==> src/rtl/branch_resolver.sv <==
// rtl/branch_resolver.sv - conditional branch resolver with flag register and redirect handshake
module branch_resolver (
    input  logic        clock,
    input  logic        reset,
    input  logic        flag_we,
    input  logic        v_in,
    input  logic        z_in,
    input  logic        c_in,
    input  logic        s_in,
    input  logic        br_valid,
    input  logic [2:0]  br_cond,
    input  logic [15:0] br_base,
    input  logic [7:0]  br_disp,
    output logic        busy,
    output logic        redirect_valid,
    output logic [15:0] redirect_pc,
    input  logic        redirect_ack,
    output logic [3:0]  flags,
    output logic [15:0] taken_count
);

    typedef enum logic [1:0] {
        ST_IDLE = 2'd0,
        ST_EVAL = 2'd1,
        ST_HOLD = 2'd2
    } state_t;

    localparam logic [2:0] COND_BE  = 3'b000;
    localparam logic [2:0] COND_BLT = 3'b001;
    localparam logic [2:0] COND_BLE = 3'b010;
    localparam logic [2:0] COND_BNE = 3'b011;
    localparam logic [2:0] COND_B   = 3'b100;

    localparam logic [15:0] COUNT_MAX = 16'hFFFF;

    state_t      state;
    state_t      state_next;

    // Operands captured when the branch is accepted.
    logic [2:0]  cond_q;
    logic [15:0] base_q;
    logic [7:0]  disp_q;

    logic        cond_taken;
    logic [15:0] target;
    logic        accept;
    logic        resolve_taken;
    logic        ack_fire;

    // Flag register fields, ordered {s,z,c,v}.
    logic        flag_s;
    logic        flag_z;
    logic        flag_v;

    assign flag_s = flags[3];
    assign flag_z = flags[2];
    assign flag_v = flags[0];

    // Decode the captured condition code against the current flag register.
    always_comb begin
        cond_taken = 1'b0;
        case (cond_q)
            COND_BE:  cond_taken = flag_z;
            COND_BLT: cond_taken = flag_s ^ flag_v;
            COND_BLE: cond_taken = flag_z | (flag_s ^ flag_v);
            COND_BNE: cond_taken = ~flag_z;
            COND_B:   cond_taken = 1'b1;
            default:  cond_taken = 1'b0;
        endcase
    end

    // Target arithmetic wraps silently at 16 bits.
    assign target = base_q + {{8{disp_q[7]}}, disp_q};

    // Next-state logic and the one-cycle event strobes that drive the datapath.
    always_comb begin
        state_next    = state;
        accept        = 1'b0;
        resolve_taken = 1'b0;
        ack_fire      = 1'b0;
        case (state)
            ST_IDLE: begin
                if (br_valid) begin
                    accept     = 1'b1;
                    state_next = ST_EVAL;
                end
            end
            ST_EVAL: begin
                resolve_taken = cond_taken;
                state_next    = cond_taken ? ST_HOLD : ST_IDLE;
            end
            ST_HOLD: begin
                // The ack edge only returns to IDLE; acceptance waits a cycle.
                if (redirect_ack && redirect_valid) begin
                    ack_fire   = 1'b1;
                    state_next = ST_IDLE;
                end
            end
            default: begin
                state_next = ST_IDLE;
            end
        endcase
    end

    // State register; busy is registered alongside it from the next state.
    always_ff @(posedge clock) begin
        if (reset) begin
            state <= ST_IDLE;
            busy  <= 1'b0;
        end else begin
            state <= state_next;
            busy  <= (state_next != ST_IDLE);
        end
    end

    // Capture branch operands on acceptance; reset discards them.
    always_ff @(posedge clock) begin
        if (reset) begin
            cond_q <= 3'b000;
            base_q <= 16'h0000;
            disp_q <= 8'h00;
        end else if (accept) begin
            cond_q <= br_cond;
            base_q <= br_base;
            disp_q <= br_disp;
        end
    end

    // Flag register loads whenever flag_we is set, regardless of FSM state.
    always_ff @(posedge clock) begin
        if (reset) begin
            flags <= 4'b0000;
        end else if (flag_we) begin
            flags <= {s_in, z_in, c_in, v_in};
        end
    end

    // Redirect output: raised on a taken resolution, cleared by the ack.
    always_ff @(posedge clock) begin
        if (reset) begin
            redirect_valid <= 1'b0;
            redirect_pc    <= 16'h0000;
        end else if (resolve_taken) begin
            redirect_valid <= 1'b1;
            redirect_pc    <= target;
        end else if (ack_fire) begin
            redirect_valid <= 1'b0;
        end
    end

    // Saturating count of taken branches.
    always_ff @(posedge clock) begin
        if (reset) begin
            taken_count <= 16'h0000;
        end else if (resolve_taken && (taken_count != COUNT_MAX)) begin
            taken_count <= taken_count + 16'h0001;
        end
    end

endmodule

==> config.mk <==
export PLATFORM = sky130hd
export DESIGN_NAME = branch_resolver
export DESIGN_NICKNAME = d
export VERILOG_FILES = /design/src/rtl/branch_resolver.sv
export SDC_FILE = /design/constraint.sdc
export NUM_CORES = 1
export LEC_CHECK = 0
export CAP_MARGIN = 15
export CORE_UTILIZATION = 40
export DETAILED_ROUTE_END_ITERATION = 16
export PLACE_DENSITY = 0.73
export SETUP_SLACK_MARGIN = 0.2
export SLEW_MARGIN = 20
export SYNTH_ARGS = -nofsm -noshare
export SYNTH_HDL_FRONTEND = slang
export SYNTH_SLANG_ARGS = --single-unit
==> constraint.sdc <==
create_clock -name clock -period 4.27 [get_ports clock]
set_clock_uncertainty 0.1 [all_clocks]
set_input_delay 0.854 -clock clock [delete_from_list [all_inputs] [get_ports clock]]
set_output_delay 0.854 -clock clock [all_outputs]
set_load 0.02 [all_outputs]
==> qor.json, run 1 <==
{
  "achievable-frequency_ghz": 0.388,
  "report.power.total_w": 0.00138,
  "yosysWarningCount": 0,
  "crit_required_ps": 4420,
  "cts.sink_count": 67,
  "die_w_um": 94.7,
  "groute.usage.overall_pct": 18.9,
  "synth_edf_count": 0,
  "setup_violations": 0,
  "count_of_maximum_capacitance_violations": 0,
  "cell_internal_pwr_w": 0.00101,
  "syn-num-nets": 474,
  "die_area_mm2": 0.00897,
  "wire_per_inst_um": 13.5,
  "initial_antenna_violation_count": 0,
  "clk-insertion-delay-late_ps": 350,
  "core-area_mm2": 0.00826,
  "grt_pass1_vias": 3023,
  "outcome": "finished clean",
  "p_leak_nw": 1.65,
  "post_synth.cell_area_avg_um2": 8.16,
  "timing.hold.worst.class": "flip-flop to flip-flop",
  "timing.max_slew.rel_slack_pct": 36.6,
  "worstHoldPathCells": 2,
  "timing.critical_path.from_type": "flip-flop",
  "post_cts.repair.setup_buffers": 0,
  "tns_ps": 0,
  "largest_net_degree_at_the_start_of_global_routing": 73,
  "worst-path-stages": 6,
  "io_buffer_count": 73,
  "netlist.area_leader.share_pct": 39.0,
  "slowest_delay_ps": 560,
  "sequential_group_share_of_total_power_pct": 48.4,
  "drt_iter0_drc": 166,
  "worstMarginPinSlew_ps": 949,
  "wirelength_mm": 7.97,
  "detail_route.first_pass.iterations": 4,
  "rsz0062_at_grt": "false",
  "syn-cell-area_mm2": 0.00344,
  "hold_violations": 0,
  "synth_cell_type_count": 51,
  "path_clk_slew_ps": 70,
  "chipHeight_um": 94.7,
  "path_class": "flip-flop to flip-flop",
  "routed_via_density": 5.47,
  "ios": 74,
  "global_route.overflow_total": 0,
  "crit_chain": "ha_1 > and2_1 > a221oi_1 > a2bb2oi_1 > nand4_1 > a311oi_1",
  "synth_async_sr_flop_share_pct": 0,
  "synth_seq_area_share_pct": 39.0,
  "most_common_cell_after_layout_fill_and_taps_aside": "sky130_fd_sc_hd__nand2_1",
  "critical_path.top_delay_family": "compound AO/OA/AOI/OAI gates",
  "slew_viol_final": 0,
  "peakVddDrop_v": 0.000255,
  "root_buffer": "sky130_fd_sc_hd__clkbuf_8",
  "cts_max_level": 3,
  "hpwl_dp_mm": 5.64,
  "power.clock.fraction_pct": 37.0,
  "worstRegToRegCells": 6,
  "post_cts_sizing": 0,
  "grt_pass1_wl_mm": 13.4,
  "arrival_ps": 2730,
  "antenna_cells": 0,
  "cellPowerDensity_mw_per_mm2": 314,
  "mostFrequentLayoutCells": "sky130_fd_sc_hd__nand2_1, sky130_fd_sc_hd__clkdlybuf4s50_1, sky130_fd_sc_hd__dfxtp_1",
  "cts_buffers": 9,
  "number_of_buffer_and_inverter_instances_along_the_worst_setup_path": 0,
  "routed-via-count": 3234,
  "synth_top_cell_by_area": "sky130_fd_sc_hd__dfxtp_1",
  "finalInstanceArea_mm2": 0.00441,
  "syn_to_final_growth_pct": 28.3,
  "num_rows": 33,
  "min_period_ps": 2580,
  "dpl_cell_area_mm2": 0.00421,
  "kind_of_end_point_of_the_critical_path": "flip-flop",
  "cpMaxStageDelayCell": "sky130_fd_sc_hd__dfxtp_1",
  "cts_max_path_buffers": 2,
  "antenna_violating_nets_post_route": 0,
  "ys_top_cells_by_area": "sky130_fd_sc_hd__dfxtp_1, sky130_fd_sc_hd__nand2_1, sky130_fd_sc_hd__a21oi_1, sky130_fd_sc_hd__ha_1, sky130_fd_sc_hd__o31ai_1",
  "synthCells": 421,
  "tritoncts": "done",
  "path_max_fanout": 10,
  "timing.final.crit_share_pct": 60.4,
  "net_switching_fraction_of_the_power_pct": 27.2,
  "layout.nets": 534,
  "initial_core_util_pct": 41.6,
  "comb_power_share_pct": 14.7,
  "netSwitchingPower_w": 0.000376,
  "synth_seq_cells": 67,
  "detail_route.drc_violations": 0,
  "layout-drive-gt1-share_pct": 6.38,
  "cts-hold-fix-buffers": 0,
  "routabilityCongestion": 0.852,
  "dominantRegCellSynth": "sky130_fd_sc_hd__dfxtp_1"
}
registers in the layout, summed over array words and instances (netlist names):
name and cells:
state 2, disp_q 8, taken_count 16, cond_q 3, redirect_pc 16, flags 4
redirect_valid 1, base_q 16, busy 1
power by group through the flow:
stage	Combinational [W]	Clock, W	Sequential (W)
after global routing	0.000226	0.000556	0.000673
final	0.000203	0.000512	0.000669
after detailed placement	0.000201	0	0.000684
after CTS	0.000203	0.000527	0.000669
after global placement	0.000198	0	0.000683
after floorplan	0.000119	0	0.000689
cell type report:
cell class                 instances  area (um^2)
inverter                           5         18.8
sequential                        67         1340
multi-input combinational        322         1980
clock buffer                       9          124
clock inverter                     7         68.8
fill                             814         3850
timing repair buffer              76          748
tap                              105          131
layer usage:
metal	vias up	wire length, um	share of wire [%]	global-route usage [%]
li1	1662	-	-	-
met2	96	3680	46	31.2
met4	0	70	0.88	4.92
met3	8	477	6.0	6.36
met5	-	0	0	0
met1	1468	3740	47	23.4
cell families (layout without fill, tap and decap cells):
family	count (synthesis)	count (layout)	synth area share (%)
flops	67	67	39.0
compound gates	121	121	22.6
fa+ha+maj	17	17	6.41
simple gates	168	168	23.6
mux	8	8	2.37
buf+inv	32	97	3.97
xor+xnor	8	8	2.04
tightest hold or removal path, delay by kind of cell (launching register included):
family | cells | cell delay, ps
AO/OA/AOI/OAI | 1 | 50
flip-flops | 1 | 310
AND/OR/NAND/NOR | 1 | 50
worst paths after layout:
path              startpoint  slack (ps)              end
setup / recovery   disp_q[7]        1690  redirect_pc[15]
hold / removal     disp_q[4]         360        disp_q[4]
setup reg to reg   disp_q[7]        1690  redirect_pc[15]
hold reg to reg    disp_q[4]         360        disp_q[4]
synthesized netlist by cell type, drive strengths merged, types with 6 or more instances:
| master | instances |
|---|---|
| o31ai | 10 |
| nand3 | 12 |
| or4 | 8 |
| a211oi | 6 |
| nand2 | 86 |
| dfxtp | 67 |
| buf | 12 |
| or2 | 6 |
| and3 | 7 |
| o211ai | 6 |
| ha | 16 |
| clkbuf | 15 |
| a21o | 6 |
| mux2i | 7 |
| o21ai | 7 |
| nand4 | 11 |
| a21oi | 58 |
| nor2 | 12 |
per-stage QoR:
| step | utilization, % | hold slack [ps] | worst slack (ps) | instances |
|---|---|---|---|---|
| 2_1_floorplan | - | 340 | 2120 | 421 |
| 3_3_place_gp | 51.0 | 349 | 1640 | 575 |
| 3_5_place_dp | 51.0 | 352 | 1540 | 575 |
| 4_1_cts | 53.3 | 362 | 1500 | 591 |
| 5_1_grt | 53.4 | 383 | 1490 | 591 |
| 6_report | 53.4 | 360 | 1690 | 591 |
Note: power is estimated with default switching activity, not from simulation.
==> run 2: changes to the inputs <==
- clock period: 4.27 -> 2.5 ns (I/O delays scaled with it)
==> run 2 against run 1 <==
Compared with the run above: wire length increased by 1.6%; worst setup slack got worse by 1300 ps; critical path depth increased by 1; power increased by 71%; cell area increased by 2.2%; critical endpoint unchanged; first-iteration DRC count decreased by 25%.
==> qor.json, run 2 (synthesis results as in run 1) <==
{
  "ios": {"value": 74, "change": "unchanged"},
  "drt_iter0_drc": {"value": 125, "change": "-25%"},
  "worstRegToRegCells": {"value": 7, "change": "+1"},
  "grt_pass1_vias": {"value": 3000, "change": "-0.76%"},
  "arrival": {"value": 2300, "unit": "ps", "change": "-430 ps"},
  "groute.usage.overall": {"value": 18.7, "unit": "%", "change": "-0.23 points"},
  "grt_pass1_wl": {"value": 13.4, "unit": "mm", "change": "-0.67%"},
  "outcome": "finished clean",
  "worst-r2r-setup-slack": {"value": 340, "unit": "ps", "change": "-1340 ps"},
  "layout-drive-gt1-share": {"value": 8.85, "unit": "%", "change": "+2.5 points"},
  "antenna_cells": {"value": 0, "change": "unchanged"},
  "cellPowerDensity": {"value": 527, "unit": "mW/mm^2", "change": "+68%"},
  "timing.critical_path.from_type": "flip-flop",
  "detail_route.drc_violations": {"value": 0, "change": "unchanged"},
  "cts_max_path_buffers": {"value": 2, "change": "unchanged"},
  "path_class": "flip-flop to flip-flop",
  "mostFrequentLayoutCells": "sky130_fd_sc_hd__nand2_1, sky130_fd_sc_hd__clkdlybuf4s50_1, sky130_fd_sc_hd__dfxtp_1",
  "hold_violations": {"value": 0, "change": "unchanged"},
  "crit_required": {"value": 2640, "unit": "ps", "change": "-1780 ps"},
  "peakVddDrop": {"value": 0.000303, "unit": "V", "change": "+19%"},
  "chipHeight": {"value": 94.7, "unit": "um", "change": "unchanged"},
  "root_buffer": "sky130_fd_sc_hd__clkbuf_8",
  "core-area": {"value": 0.00826, "unit": "mm^2", "change": "unchanged"},
  "cts_buffers": {"value": 9, "change": "unchanged"},
  "wirelength": {"value": 8.10, "unit": "mm", "change": "+1.6%"},
  "io_buffer_count": {"value": 73, "change": "unchanged"},
  "post-place-cells": {"value": 583, "change": "+1.4%"},
  "hpwl_dp": {"value": 5.70, "unit": "mm", "change": "+1.1%"},
  "routabilityCongestion": {"value": 0.871, "change": "+2.3%"},
  "reg_top3": "base_q: 16 flops, redirect_pc: 16 flops, taken_count: 16 flops",
  "routed_via_density": {"value": 5.48, "change": "+0.12%"},
  "detail_route.first_pass.iterations": {"value": 4, "change": "unchanged"},
  "die_w": {"value": 94.7, "unit": "um", "change": "unchanged"},
  "most_common_cell_after_layout_fill_and_taps_aside": "sky130_fd_sc_hd__nand2_1",
  "cts-hold-fix-buffers": {"value": 0, "change": "unchanged"},
  "path_clk_slew": {"value": 70, "unit": "ps", "change": "about the same"},
  "timing.max_slew.rel_slack": {"value": 73.1, "unit": "%", "change": "+36 points"},
  "timing.hold.worst.class": "flip-flop to flip-flop",
  "largest_net_degree_at_the_start_of_global_routing": {"value": 55, "change": "-25%"},
  "tritoncts": "done",
  "initial_antenna_violation_count": {"value": 0, "change": "unchanged"},
  "worstMarginPinSlew": {"value": 394, "unit": "ps", "change": "-555 ps"},
  "antenna_violating_nets_post_route": {"value": 0, "change": "unchanged"},
  "die_area": {"value": 0.00897, "unit": "mm^2", "change": "unchanged"},
  "tns": {"value": 0, "unit": "ps", "change": "unchanged"},
  "routed-via-count": {"value": 3298, "change": "+2.0%"},
  "layout.nets": {"value": 545, "change": "+2.1%"},
  "slew_viol_final": {"value": 0, "change": "unchanged"},
  "syn_to_final_growth_pct": 31.1,
  "wire_per_inst": {"value": 13.4, "unit": "um", "change": "-0.28%"},
  "kind_of_end_point_of_the_critical_path": "flip-flop",
  "initial_core_util": {"value": 41.6, "unit": "%", "change": "unchanged"},
  "path_max_fanout": {"value": 6, "change": "-4"},
  "count_of_maximum_capacitance_violations": {"value": 0, "change": "unchanged"},
  "achievable-frequency": {"value": 0.464, "unit": "GHz", "change": "+20%"},
  "crit_path_start": "disp_q[7]",
  "crit-reg2reg-capture": "redirect_pc[15]",
  "final_cells": {"value": 602, "change": "+1.9%"},
  "worst_r2r_startpoint": "disp_q[7]",
  "cts.sink_count": {"value": 67, "change": "unchanged"},
  "rsz0062_at_grt": "false",
  "timing.final.crit_share": {"value": 86.2, "unit": "%", "change": "+26 points"},
  "global_route.overflow_total": {"value": 0, "change": "unchanged"},
  "timing.critical_path.to": "redirect_pc[15]",
  "setup_violations": {"value": 0, "change": "unchanged"},
  "cts_max_level": {"value": 3, "change": "unchanged"},
  "num_rows": {"value": 33, "change": "unchanged"},
  "min_period": {"value": 2160, "unit": "ps", "change": "-425 ps"},
  "clk-insertion-delay-late": {"value": 330, "unit": "ps", "change": "-20 ps"},
  "p_leak": {"value": 1.71, "unit": "nW", "change": "+3.7%"}
}
run 2: changes by cell type in the layout (fill, tap and decap cells not counted), sizes merged:
cell      before  now
clkinvlp       2    0
buf            4   15
clkbuf         9   11
run 2: timing repair:
| action | CTS | global route |
|---|---|---|
| setup endpoints to repair | 2 | 6 |
| pin swaps | 0 | 2 |
| buffers inserted | 0 | 3 |
| resized for setup | 1 | 5 |
run 2: per-stage QoR:
step | setup slack (ps) | utilization [%] | total power [W] | hold slack [ps] | area, um^2
after floorplan | 347 | - | 0.00138 | 340 | 3440
after global placement | 232 | 51.8 | 0.00152 | 342 | 4280
after detailed placement | 186 | 51.8 | 0.00152 | 350 | 4280
after CTS | 229 | 54.2 | 0.00239 | 360 | 4470
after global routing | 194 | 54.6 | 0.00248 | 387 | 4510
final | 345 | 54.6 | 0.00237 | 358 | 4510
run 2: how the worst min path moves through the flow:
stage	start	depth (start not counted)	to	slack [ps]
after global routing	base_q[3]	2	base_q[3]	390
final	redirect_pc[8]	2	redirect_pc[8]	360
after CTS	redirect_pc[0]	2	redirect_pc[0]	360
after detailed placement	redirect_pc[0]	2	redirect_pc[0]	350
after global placement	redirect_pc[3]	2	redirect_pc[3]	340
after floorplan	disp_q[0]	2	disp_q[0]	340
run 2: worst max-delay path, cell delays in order, from the launching register on:
cell and delay (ps):
sky130_fd_sc_hd__dfxtp_2 360, sky130_fd_sc_hd__ha_1 350, sky130_fd_sc_hd__and2_1 220, sky130_fd_sc_hd__a221oi_1 280, sky130_fd_sc_hd__buf_4 180, sky130_fd_sc_hd__a2bb2oi_1 210
sky130_fd_sc_hd__nand4_1 120, sky130_fd_sc_hd__a311oi_1 250
run 2: per-layer routing:
| layer | global-route usage [%] | part of all wire, % | routed length [um] |
|---|---|---|---|
| met5 | 0 | 0 | 0 |
| met1 | 24.1 | 46 | 3750 |
| met3 | 2.98 | 5.4 | 440 |
| met4 | 7.07 | 0.80 | 65 |
| met2 | 31.1 | 47 | 3840 |
run 2: layout make-up:
| class | count | area, um^2 |
|---|---|---|
| inverters | 5 | 18.8 |
| flip-flops and latches | 67 | 1340 |
| fillers | 817 | 3750 |
| repair buffers | 87 | 843 |
| clock inverters | 5 | 53.8 |
| multi-input cells | 322 | 1980 |
| clock buffers | 11 | 131 |
| well taps | 105 | 131 |
run 2: power by group:
part	switching (W)	internal [W]
clock	0.000407	0.000459
sequential	0.0000307	0.00111
combinational	0.000197	0.000168
==> run 3: changes to the inputs <==
- CTS_CLUSTER_DIAMETER: unset -> 150
- PLACE_DENSITY: 0.73 -> 0.65
==> run 3 against run 2 <==
Compared with the run above: worst setup slack worse by 9.5 ps; register-to-register slack about the same; first-iteration DRC count up 0.80%; die area is the same; highest routed layer unchanged; worst hold slack got worse by 4.6 ps; via count fell by 0.52%; largest power group unchanged; combinational power up 1%; cell count down 0.33%; power down 4.8%; critical path depth did not move.
==> qor.json, run 3 (synthesis results as in run 1) <==
{
  "outcome": "finished clean",
  "number_of_buffer_and_inverter_instances_along_the_worst_setup_path": {"value": 0, "change": "-1"},
  "fillers": {"value": 809, "change": "-0.98%"},
  "cellPowerDensity": {"value": 500, "unit": "mW/mm^2", "change": "-5.1%"},
  "largest_net_degree_at_the_start_of_global_routing": {"value": 46, "change": "-16%"},
  "routabilityCongestion": {"value": 0.884, "change": "+1.4%"},
  "routed-via-count": {"value": 3281, "change": "-0.52%"},
  "rsz0062_at_grt": "false",
  "detail_route.drc_violations": {"value": 0, "change": "unchanged"},
  "tritoncts": "done",
  "worst_r2r_startpoint": "disp_q[0]",
  "path_clk_slew": {"value": 70, "unit": "ps", "change": "about the same"},
  "path_class": "flip-flop to flip-flop",
  "mostFrequentLayoutCells": "sky130_fd_sc_hd__nand2_1, sky130_fd_sc_hd__clkdlybuf4s50_1, sky130_fd_sc_hd__dfxtp_1",
  "die_area": {"value": 0.00897, "unit": "mm^2", "change": "unchanged"},
  "min_period": {"value": 2160, "unit": "ps", "change": "+9.50 ps"},
  "drt_iter0_drc": {"value": 126, "change": "+0.80%"},
  "timing.max_slew.rel_slack": {"value": 67.0, "unit": "%", "change": "-6.1 points"},
  "cpMaxStageDelayCell": "sky130_fd_sc_hd__dfxtp_1",
  "worstMarginPinSlew": {"value": 483, "unit": "ps", "change": "+89.3 ps"},
  "worstRegToRegCells": {"value": 7, "change": "unchanged"},
  "ios": {"value": 74, "change": "unchanged"},
  "chipHeight": {"value": 94.7, "unit": "um", "change": "unchanged"},
  "timing.final.crit_share": {"value": 86.6, "unit": "%", "change": "+0.38 points"},
  "layout.nets": {"value": 545, "change": "unchanged"},
  "achievable-frequency": {"value": 0.462, "unit": "GHz", "change": "-0.44%"},
  "cts.sink_count": {"value": 67, "change": "unchanged"},
  "worst-path-stages": {"value": 7, "change": "unchanged"},
  "setup_violations": {"value": 0, "change": "unchanged"},
  "layout-drive-gt1-share": {"value": 9.70, "unit": "%", "change": "+0.84 points"},
  "detail_route.first_pass.iterations": {"value": 4, "change": "unchanged"},
  "p_leak": {"value": 1.69, "unit": "nW", "change": "-1.1%"},
  "groute.usage.overall": {"value": 20.1, "unit": "%", "change": "+1.4 points"},
  "antenna_cells": {"value": 0, "change": "unchanged"},
  "wire_per_inst": {"value": 14.1, "unit": "um", "change": "+5.2%"},
  "global_route.overflow_total": {"value": 0, "change": "unchanged"},
  "post-route-worst-setup-slack": {"value": 335, "unit": "ps", "change": "-9.50 ps"},
  "io_buffer_count": {"value": 73, "change": "unchanged"},
  "count_of_maximum_capacitance_violations": {"value": 0, "change": "unchanged"},
  "num_rows": {"value": 33, "change": "unchanged"},
  "dp_worst_setup_slack": {"value": 40.2, "unit": "ps", "change": "-145 ps"},
  "timing.critical_path.mode_cell": "sky130_fd_sc_hd__a211oi_2",
  "arrival": {"value": 2300, "unit": "ps", "change": "about the same"},
  "routed_via_density": {"value": 5.47, "change": "-0.18%"},
  "clk-insertion-delay-late": {"value": 340, "unit": "ps", "change": "about the same"},
  "initial_antenna_violation_count": {"value": 0, "change": "unchanged"},
  "cts_buffers": {"value": 9, "change": "unchanged"},
  "slowest_delay": {"value": 350, "unit": "ps", "change": "about the same"},
  "critical_path.top_delay_family": "compound AO/OA/AOI/OAI gates",
  "crit_path_start": "disp_q[0]",
  "cts_max_level": {"value": 3, "change": "unchanged"},
  "antenna_violating_nets_post_route": {"value": 0, "change": "unchanged"},
  "root_buffer": "sky130_fd_sc_hd__clkbuf_8",
  "kind_of_end_point_of_the_critical_path": "flip-flop",
  "cts-hold-fix-buffers": {"value": 0, "change": "unchanged"},
  "timing.critical_path.from_type": "flip-flop",
  "path_max_fanout": {"value": 3, "change": "-3"},
  "peakVddDrop": {"value": 0.000330, "unit": "V", "change": "+9.0%"},
  "final_core_utilization": {"value": 54.7, "unit": "%", "change": "+0.12 points"},
  "timing.hold.worst.class": "flip-flop to flip-flop",
  "fin_worst_hold_slack": {"value": 354, "unit": "ps", "change": "-4.64 ps"},
  "syn_to_final_growth_pct": 31.4,
  "reg_top3": "base_q: 16 flops, redirect_pc: 16 flops, taken_count: 16 flops",
  "hold_violations": {"value": 0, "change": "unchanged"},
  "grt_pass1_vias": {"value": 3028, "change": "+0.93%"},
  "crit_chain": "ha_1 > fa_2 > a211oi_2 > o211ai_1 > a211oi_2 > or2_2 > o311ai_1",
  "crit_required": {"value": 2630, "unit": "ps", "change": "about the same"},
  "core-area": {"value": 0.00826, "unit": "mm^2", "change": "unchanged"},
  "hpwl_dp": {"value": 6.01, "unit": "mm", "change": "+5.4%"},
  "hold_path_startpoint": "redirect_pc[3]",
  "die_w": {"value": 94.7, "unit": "um", "change": "unchanged"},
  "worstHoldPathCells": {"value": 2, "change": "unchanged"},
  "tns": {"value": 0, "unit": "ps", "change": "unchanged"},
  "grt_pass1_wl": {"value": 14.1, "unit": "mm", "change": "+5.7%"},
  "initial_core_util": {"value": 41.6, "unit": "%", "change": "unchanged"},
  "cts_max_path_buffers": {"value": 2, "change": "unchanged"},
  "slew_viol_final": {"value": 0, "change": "unchanged"},
  "wirelength": {"value": 8.49, "unit": "mm", "change": "+4.8%"},
  "most_common_cell_after_layout_fill_and_taps_aside": "sky130_fd_sc_hd__nand2_1"
}
## run 3: stage by stage
step	cell area, um^2	total power (W)	instances
3_5_place_dp	4290	0.00152	584
2_1_floorplan	3440	0.00138	421
3_3_place_gp	4290	0.00152	584
6_report	4520	0.00226	600
4_1_cts	4440	0.00228	598
5_1_grt	4520	0.00237	600
## run 3: layout make-up
type | instances | area (um^2) | share of cell area (%)
Clock buffer | 11 | 131 | 2.91
Inverter | 5 | 18.8 | 0.416
Sequential cell | 67 | 1350 | 29.8
Tap cell | 105 | 131 | 2.91
Timing Repair Buffer | 87 | 843 | 18.7
Clock inverter | 3 | 17.5 | 0.388
Multi-Input combinational cell | 322 | 2030 | 44.9
## run 3: report_power, final
part           switching (W)  total, W  internal, W
clock               0.000397  0.000742     0.000346
sequential         0.0000339   0.00115      0.00111
combinational       0.000198  0.000370     0.000172
total               0.000629   0.00226      0.00163
## run 3: path summary, 6_finish.rpt
kind	to	slack, ps
setup / recovery	redirect_pc[12]	340
hold / removal	redirect_pc[3]	350
setup reg to reg	redirect_pc[12]	340
hold reg to reg	redirect_pc[3]	350
## run 3: repair_timing
item	CTS	global route
setup endpoints to repair	4	6
pin swaps	0	6
gates resized for setup	2	14
buffers inserted	0	2
cloned	0	0
## run 3: per-layer routing
| metal | GRT usage (%) | wire length (um) | vias to the layer above |
|---|---|---|---|
| met1 | 26.4 | 4090 | 1522 |
| met3 | 4.59 | 297 | 11 |
| li1 | - | - | 1684 |
| met2 | 32.2 | 3980 | 64 |
| met5 | 0 | 0 | - |
| met4 | 6.82 | 125 | 0 |
## run 3: worst register-to-register path: cells and delay by family, from the launching register on
family                   cells  cell delay [ps]
AO/OA/AOI/OAI                4              830
adder cells (fa/ha/maj)      2              470
flip-flops                   1              350
AND/OR/NAND/NOR              1              320
